<file path="config.mk">
export PLATFORM = sky130hd
export DESIGN_NAME = jk_universal_reg
export DESIGN_NICKNAME = d
export VERILOG_FILES = /design/src/rtl/jk_universal_reg.sv
export SDC_FILE = /design/constraint.sdc
export NUM_CORES = 1
export LEC_CHECK = 0
export CORE_MARGIN = 1.5
export CORE_UTILIZATION = 33
export DETAILED_ROUTE_END_ITERATION = 8
export GPL_ROUTABILITY_DRIVEN = 0
export HOLD_SLACK_MARGIN = 0.12
export SLEW_MARGIN = 20
export SYNTH_ARGS = -nofsm -noshare
export SYNTH_HDL_FRONTEND = slang
export SYNTH_SLANG_ARGS = --single-unit
</file>
<file path="constraint.sdc">
create_clock -name clk -period 4.45 [get_ports clk]
set_input_delay 1.335 -clock clk [delete_from_list [all_inputs] [get_ports clk]]
set_output_delay 1.335 -clock clk [all_outputs]
set_load 0.05 [all_outputs]
</file>
<file path="src/rtl/jk_universal_reg.sv">
// rtl/jk_universal_reg.sv - WIDTH-bit JK/load/toggle/shift/count register bank
module jk_universal_reg #(
    parameter int                WIDTH      = 4,
    parameter logic [WIDTH-1:0]  RESET_VAL  = '0,
    parameter logic [WIDTH-1:0]  PRESET_VAL = {WIDTH{1'b1}}
) (
    input  logic             clk,
    input  logic             reset,
    input  logic             preset,
    input  logic             en,
    input  logic [2:0]       mode,
    input  logic [WIDTH-1:0] j,
    input  logic [WIDTH-1:0] k,
    input  logic [WIDTH-1:0] d,
    input  logic             ser_in,
    output logic [WIDTH-1:0] Q,
    output logic [WIDTH-1:0] Qn,
    output logic             ser_out,
    output logic             tc,
    output logic             changed
);

    localparam logic [2:0] MODE_HOLD   = 3'b000;
    localparam logic [2:0] MODE_JK     = 3'b001;
    localparam logic [2:0] MODE_LOAD   = 3'b010;
    localparam logic [2:0] MODE_TOGGLE = 3'b011;
    localparam logic [2:0] MODE_SHL    = 3'b100;
    localparam logic [2:0] MODE_SHR    = 3'b101;
    localparam logic [2:0] MODE_UP     = 3'b110;
    localparam logic [2:0] MODE_DOWN   = 3'b111;

    localparam logic [WIDTH-1:0] ONE      = {{(WIDTH-1){1'b0}}, 1'b1};
    localparam logic [WIDTH-1:0] ALL_ONES = {WIDTH{1'b1}};
    localparam logic [WIDTH-1:0] ZERO     = {WIDTH{1'b0}};

    logic [WIDTH-1:0] q_r;
    logic [WIDTH-1:0] next_q;
    logic             changed_r;

    always_comb begin
        next_q = q_r;
        case (mode)
            MODE_HOLD:   next_q = q_r;
            // JK characteristic equation: Q+ = J&~Q | ~K&Q, bitwise
            MODE_JK:     next_q = (j & ~q_r) | (~k & q_r);
            MODE_LOAD:   next_q = d;
            MODE_TOGGLE: next_q = q_r ^ d;
            MODE_SHL:    next_q = {q_r[WIDTH-2:0], ser_in};
            MODE_SHR:    next_q = {ser_in, q_r[WIDTH-1:1]};
            MODE_UP:     next_q = q_r + ONE;
            MODE_DOWN:   next_q = q_r - ONE;
            default:     next_q = q_r;
        endcase
    end

    always_ff @(posedge clk) begin
        if (reset) begin
            q_r       <= RESET_VAL;
            changed_r <= 1'b0;
        end else if (preset) begin
            q_r       <= PRESET_VAL;
            changed_r <= (PRESET_VAL != q_r);
        end else if (en) begin
            q_r       <= next_q;
            changed_r <= (next_q != q_r);
        end else begin
            changed_r <= 1'b0;
        end
    end

    assign Q       = q_r;
    assign Qn      = ~q_r;
    assign changed = changed_r;
    assign ser_out = (mode == MODE_SHL) ? q_r[WIDTH-1] : q_r[0];
    assign tc      = ((mode == MODE_UP)   && (q_r == ALL_ONES)) ||
                     ((mode == MODE_DOWN) && (q_r == ZERO));

endmodule

</file>
# ---- Word-level counts from Yosys, hierarchy flattened
# Cells that the tools add are included.
dict set report totals {
  ff_bits 5
  word_cells 32
  out_inout_bits 11
  input_bits 20
}
dict set report classes {
  n_bitwise 6
  muxes 6
  n_addsub 2
  n_reduce_logical 6
  eq_ne 10
}
# op count
set op_table {}
lappend op_table {{4-bit case mux with 8 select lines} 1}
lappend op_table {{3-bit == test (second input constant)} 4}
lappend op_table {{4-bit bitwise AND} 2}
lappend op_table {{4-bit 2-to-1 mux} 2}
lappend op_table {{4-bit NOT} 2}
lappend op_table {{3-bit by 2-bit == test with 1-bit output (second input constant)} 2}
lappend op_table {{4-bit by 1-bit adder with 4-bit output (second input constant)} 1}
lappend op_table {{4-bit == test (second input constant)} 1}
lappend op_table {{4-bit zero test} 1}
lappend op_table {{4-bit inequality test} 1}
lappend op_table {{4-bit inequality test (first input constant)} 1}
lappend op_table {{4-bit bitwise OR} 1}
lappend op_table {{4-bit by 1-bit subtractor with 4-bit output (second input constant)} 1}
lappend op_table {{4-bit bitwise XOR} 1}
lappend op_table {{3-bit by 1-bit == test with 1-bit output (second input constant)} 1}
lappend op_table {{3-bit zero test} 1}
lappend op_table {{1-bit 2-to-1 mux} 3}
lappend op_table {{1-bit logical AND} 2}
lappend op_table {{2-bit nonzero test} 1}
lappend op_table {{1-bit logical OR} 1}

# ---- Longest topological paths before layout
dict set report logic_depth {
  ltp_word 7
  ltp_mapped 10
  mapped_depth_nobuf 9
}

# ---- Worst setup path after synthesis
# Ideal clock, no wire load.
dict set report synth_path {
  path_type {input -> output}
  start {in mode[0]}
  end {out ser_out}
  path_buffers 2
  setup_slack_ps 394
  cell_stages 4
  arrival_time_ps 2721
  t_required_ps 3115
  path_cell_list {buf_6 -> buf_12 -> nor2_1 -> o21ai_0}
}
dict set report synth_via {
  elab_chain_cells 2
}
# item line_no
set synth_lines {}
lappend synth_lines {{start, declared} 11} ;# input logic [2:0] mode,
lappend synth_lines {{3-bit == test} 74} ;# assign ser_out = (mode == MODE_SHL) ? q_r[WIDTH-1] : q_r[0];
lappend synth_lines {{1-bit 2-to-1 mux} 74}
lappend synth_lines {{end, declared} 18} ;# output logic ser_out,
# Every way passes these cells.

# ---- Worst setup path in the final report
dict set report layout_path {
  start {in mode[0]}
  end {out tc}
}
dict set report layout_via {
  elab_chain_cells 3
  elab_cells_between_ends 5
  classes_between {2 x eq/ne; 3 x reduce/logical}
}
# item line_no
set layout_lines {}
lappend layout_lines {{3-bit == test (on tied branches)} {75, 76}}
lappend layout_lines {{1-bit logical AND (on tied branches)} {75, 76}}
lappend layout_lines {{1-bit logical OR (*)} 75} ;# assign tc = ((mode == MODE_UP) && (q_r == ALL_ONES)) ||
lappend layout_lines {{end, declared} 19} ;# output logic tc,
# Mark *: on every way between the ends. The rest lies on a longest branch, timed or not.

==> key figures <==
Floorplan
  – Chip Height: 54.3 um
  – Core Box Area: 2480 um2
  – Boundary Pins: 31
  – Starting Density: 35.1%
  – Die boundary width: 54.3 um
  – Num rows: 18
  – Die ar.: 2950 um2

Worst hold path
  – Hold_sp: Q[3]$_SDFFE_PP0P_
  – HP Class: reg -> reg

Critical path
  – Worst r2r src: Q[1]$_SDFFE_PP0P_
  – Startpoint Class: input port
  – Arr. time, crit path: 2.84 ns
  – CP Max Fanout: 4
  – Endpoint class of the critical path: primary output
  – CP Launch Point: mode[0]
  – Req. time, crit path: between 3 and 4 ns
  – Setup CP Type: in -> out

Logic synthesis
  – Post-synthesis adder-cell area fraction: around 1.4%
  – Post-synthesis sequential area ratio: 11.5%
  – Synthesized cell area: between 800 and 900 um2
  – Netlist cell types: 48
  – Ys flop type: dfxtp_1
  – Post-synthesis net count: 141
  – Post-synth EDFFs: 0
  – Compound-Gate Fraction of Synth Area: 35.9%
  – Mean Syn Cell Area: 7.24 um2
  – Yosys warns: 0
  – Largest family of logic cells by synthesized area: compound AO/OA/AOI/OAI gates
  – Xor/xnor share of the synthesized area: 3.03%
  – Synth Area in Simple Gates: 27.4%
  – Async SR Flop Fraction: 0%
  – Flops & latches, synth: 5
  – Mux contribution to synthesized area: around 5.0%
  – Cells after synthesis: 120

Pwr
  – Total Power: 0.256 mW
  – Pwr Density: 218 nW/um2
  – Max IR drop VDD: 162 uV
  – Leak pwr: 0.455 nW

STA
  – Period utilization: between 90 and 100%
  – Slew @ Worst Pin: about 0.53 ns
  – Max-slew violation count: 0
  – Final setup TNS: 0 ns
  – RSZ-0062 raised after global routing: no
  – Final setup margin: 0.276 ns
  – Worst Skew: 0.00302 ns
  – Hold Vio Cnt, Final: 0
  – Final setup viols: 0
  – Final min period: 4.17 ns
  – Fmax: 240 MHz
  – Worst rel slew slack: roughly 64%

Drt
  – Residual DRC count: 0
  – ANT nets after route: 0
  – Wire length on met3: 65 um
  – Met2 routed WL: 1170 um
  – Routed length on met1: 1140 um
  – Wire per inst: 13.5 um
  – Via density: 5.43
  – Number of DRC markers in iteration 0: 13
  – Drt first pass iters: 4
  – Vias: 966
  – Top Metal Used: met4
  – Final wirelength: 2410 um

Layout
  – N_diodes: 0
  – Share of layout cells above drive strength 1: between 10% and 20%
  – Finished Cell Area: 1180 um2
  – Area grow syn2layout: 35.4%
  – Fillers: 266
  – Layout Cells excl Fill: 178
  – Fin nets: 170

Clock network
  – CTS buffer count: 3
  – Post-cts hold buffer count: 0
  – CTS max path bufs: 2
  – H-tree depth: 1
  – TritonCTS clock tree: done
  – PostCTS Resize Cnt: 0
  – Root buffer cell: clkbuf_4
  – Clock latency on the worst-skew pair: 0.25 ns
  – CTS clk-pin slew, worst paths: ~0.050 ns
  – CTS Sinks: 5
  – Setup repair bufs after CTS: 0

GRT
  – Gr usage total: 17.8%
  – Largest net degree at the start of global routing: 23
  – Initial antenna violation count: 0
  – First-pass GRT wire length: 3830 um
  – Gr ovfl total: 0
  – Vias in the first global route: approximately 860

Place
  – Placed Cells: 174
  – IO buf count: 30
  – HPWL Detailed: between 1500 and 2000 um
  – Area after DPL: 1150 um2
  – Worst slack, placed: 0.276 ns

Outcome
  – Status: finished, final reports clean

Job
  – Max-Cap Viols: 0
-- routing by layer --
metal,up-vias,track usage (%)
li1,502,-
met3,3,0.820
met4,0,7.50
met2,18,29.5
met5,-,0
met1,443,23.9
-- where the power goes --
group	leakage (nW)	internal, mW	switching [mW]
Combinational	0.398	0.0631	0.0776
Sequential	0.0420	0.0491	0.0117
Clock	0.0150	0.0340	0.0207
-- final cells by class --
class | instances | area [um2] | area share, %
inverters | 10 | 37.5 | 3.19
clock buffers | 4 | 26.3 | 2.23
well taps | 30 | 37.5 | 3.19
multi-input cells | 96 | 632 | 53.7
repair buffers | 33 | 343 | 29.1
flip-flops and latches | 5 | 100 | 8.51
-- state kept, by name, summed over array words and instances, names as in the netlist --
signal and flops:
Q 4, changed 1
-- cells by family after synthesis --
logic type               after synthesis
AO/OA/AOI/OAI                         45
XOR/XNOR                               3
adder cells (fa/ha/maj)                1
buffers and inverters                 19
flip-flops                             5
multiplexers                           4
AND/OR/NAND/NOR                       43
-- placed cells by master, fill, tap and decap left out, types with 2 or more instances in the layout --
| cell type | count |
|---|---|
| clkdlybuf4s50_1 | 28 |
| a21oi_1 | 13 |
| nor2_1 | 11 |
| inv_1 | 9 |
| nand2_1 | 8 |
| o21ai_0 | 6 |
| dfxtp_1 | 5 |
| nand2b_1 | 4 |
| xnor2_1 | 3 |
| mux2i_1 | 3 |
| a31oi_1 | 3 |
| nand3b_1 | 3 |
| o22ai_1 | 3 |
| clkbuf_4 | 3 |
| buf_4 | 3 |
| and2_1 | 2 |
| or3_1 | 2 |
| o211ai_1 | 2 |
| a221oi_2 | 2 |
| nor3_1 | 2 |
| nand4_1 | 2 |
| a32oi_1 | 2 |
| a211oi_1 | 2 |
| o2bb2ai_1 | 2 |
| buf_12 | 2 |
-- Yosys cell counts, types with 2 or more instances --
cell type | n | share of area [%]
nand2_1 | 8 | 3.5
dfxtp_1 | 5 | 12
o22ai_1 | 3 | 2.2
or3_1 | 2 | 1.4
o211ai_1 | 2 | 1.7
inv_1 | 9 | 3.9
nand3b_1 | 3 | 2.6
a21oi_1 | 13 | 7.5
a31oi_1 | 3 | 2.2
xnor2_1 | 3 | 3.0
nand2b_1 | 4 | 2.9
o2bb2ai_1 | 2 | 2.0
nor3_1 | 2 | 1.2
a211oi_1 | 2 | 1.7
a221oi_2 | 2 | 3.5
and2_1 | 2 | 1.4
nor2_1 | 11 | 4.8
o21ai_0 | 6 | 3.5
mux2i_1 | 3 | 3.5
a32oi_1 | 2 | 2.0
nand4_1 | 2 | 1.4
buf_6 | 5 | 6.5
-- per-stage QoR --
step           utilization, %  hold slack [ns]
6_report                 47.5            0.726
5_1_grt                  47.5            0.791
2_1_floorplan               -            0.911
4_1_cts                  47.5            0.719
3_3_place_gp             46.4            0.712
3_5_place_dp             46.4            0.716
-- critical path, stage by stage --
cell and delay [ns]:
clkdlybuf4s50_1 0.49, nand2b_1 0.10, or3_1 0.38, o22a_1 0.19, nor2_1 0.17, buf_12 0.17
-- worst paths after layout --
| path | endpoint | slack, ns | cells after the start |
|---|---|---|---|
| hold reg to reg | Q[3]$_SDFFE_PP0P_ | 0.73 | 2 |
| setup / recovery | tc | 0.28 | 6 |
| setup reg to reg | changed$_SDFF_PP0_ | 2.17 | 7 |
| hold / removal | Q[3]$_SDFFE_PP0P_ | 0.73 | 2 |
Note: power is estimated with default switching activity, not from simulation.
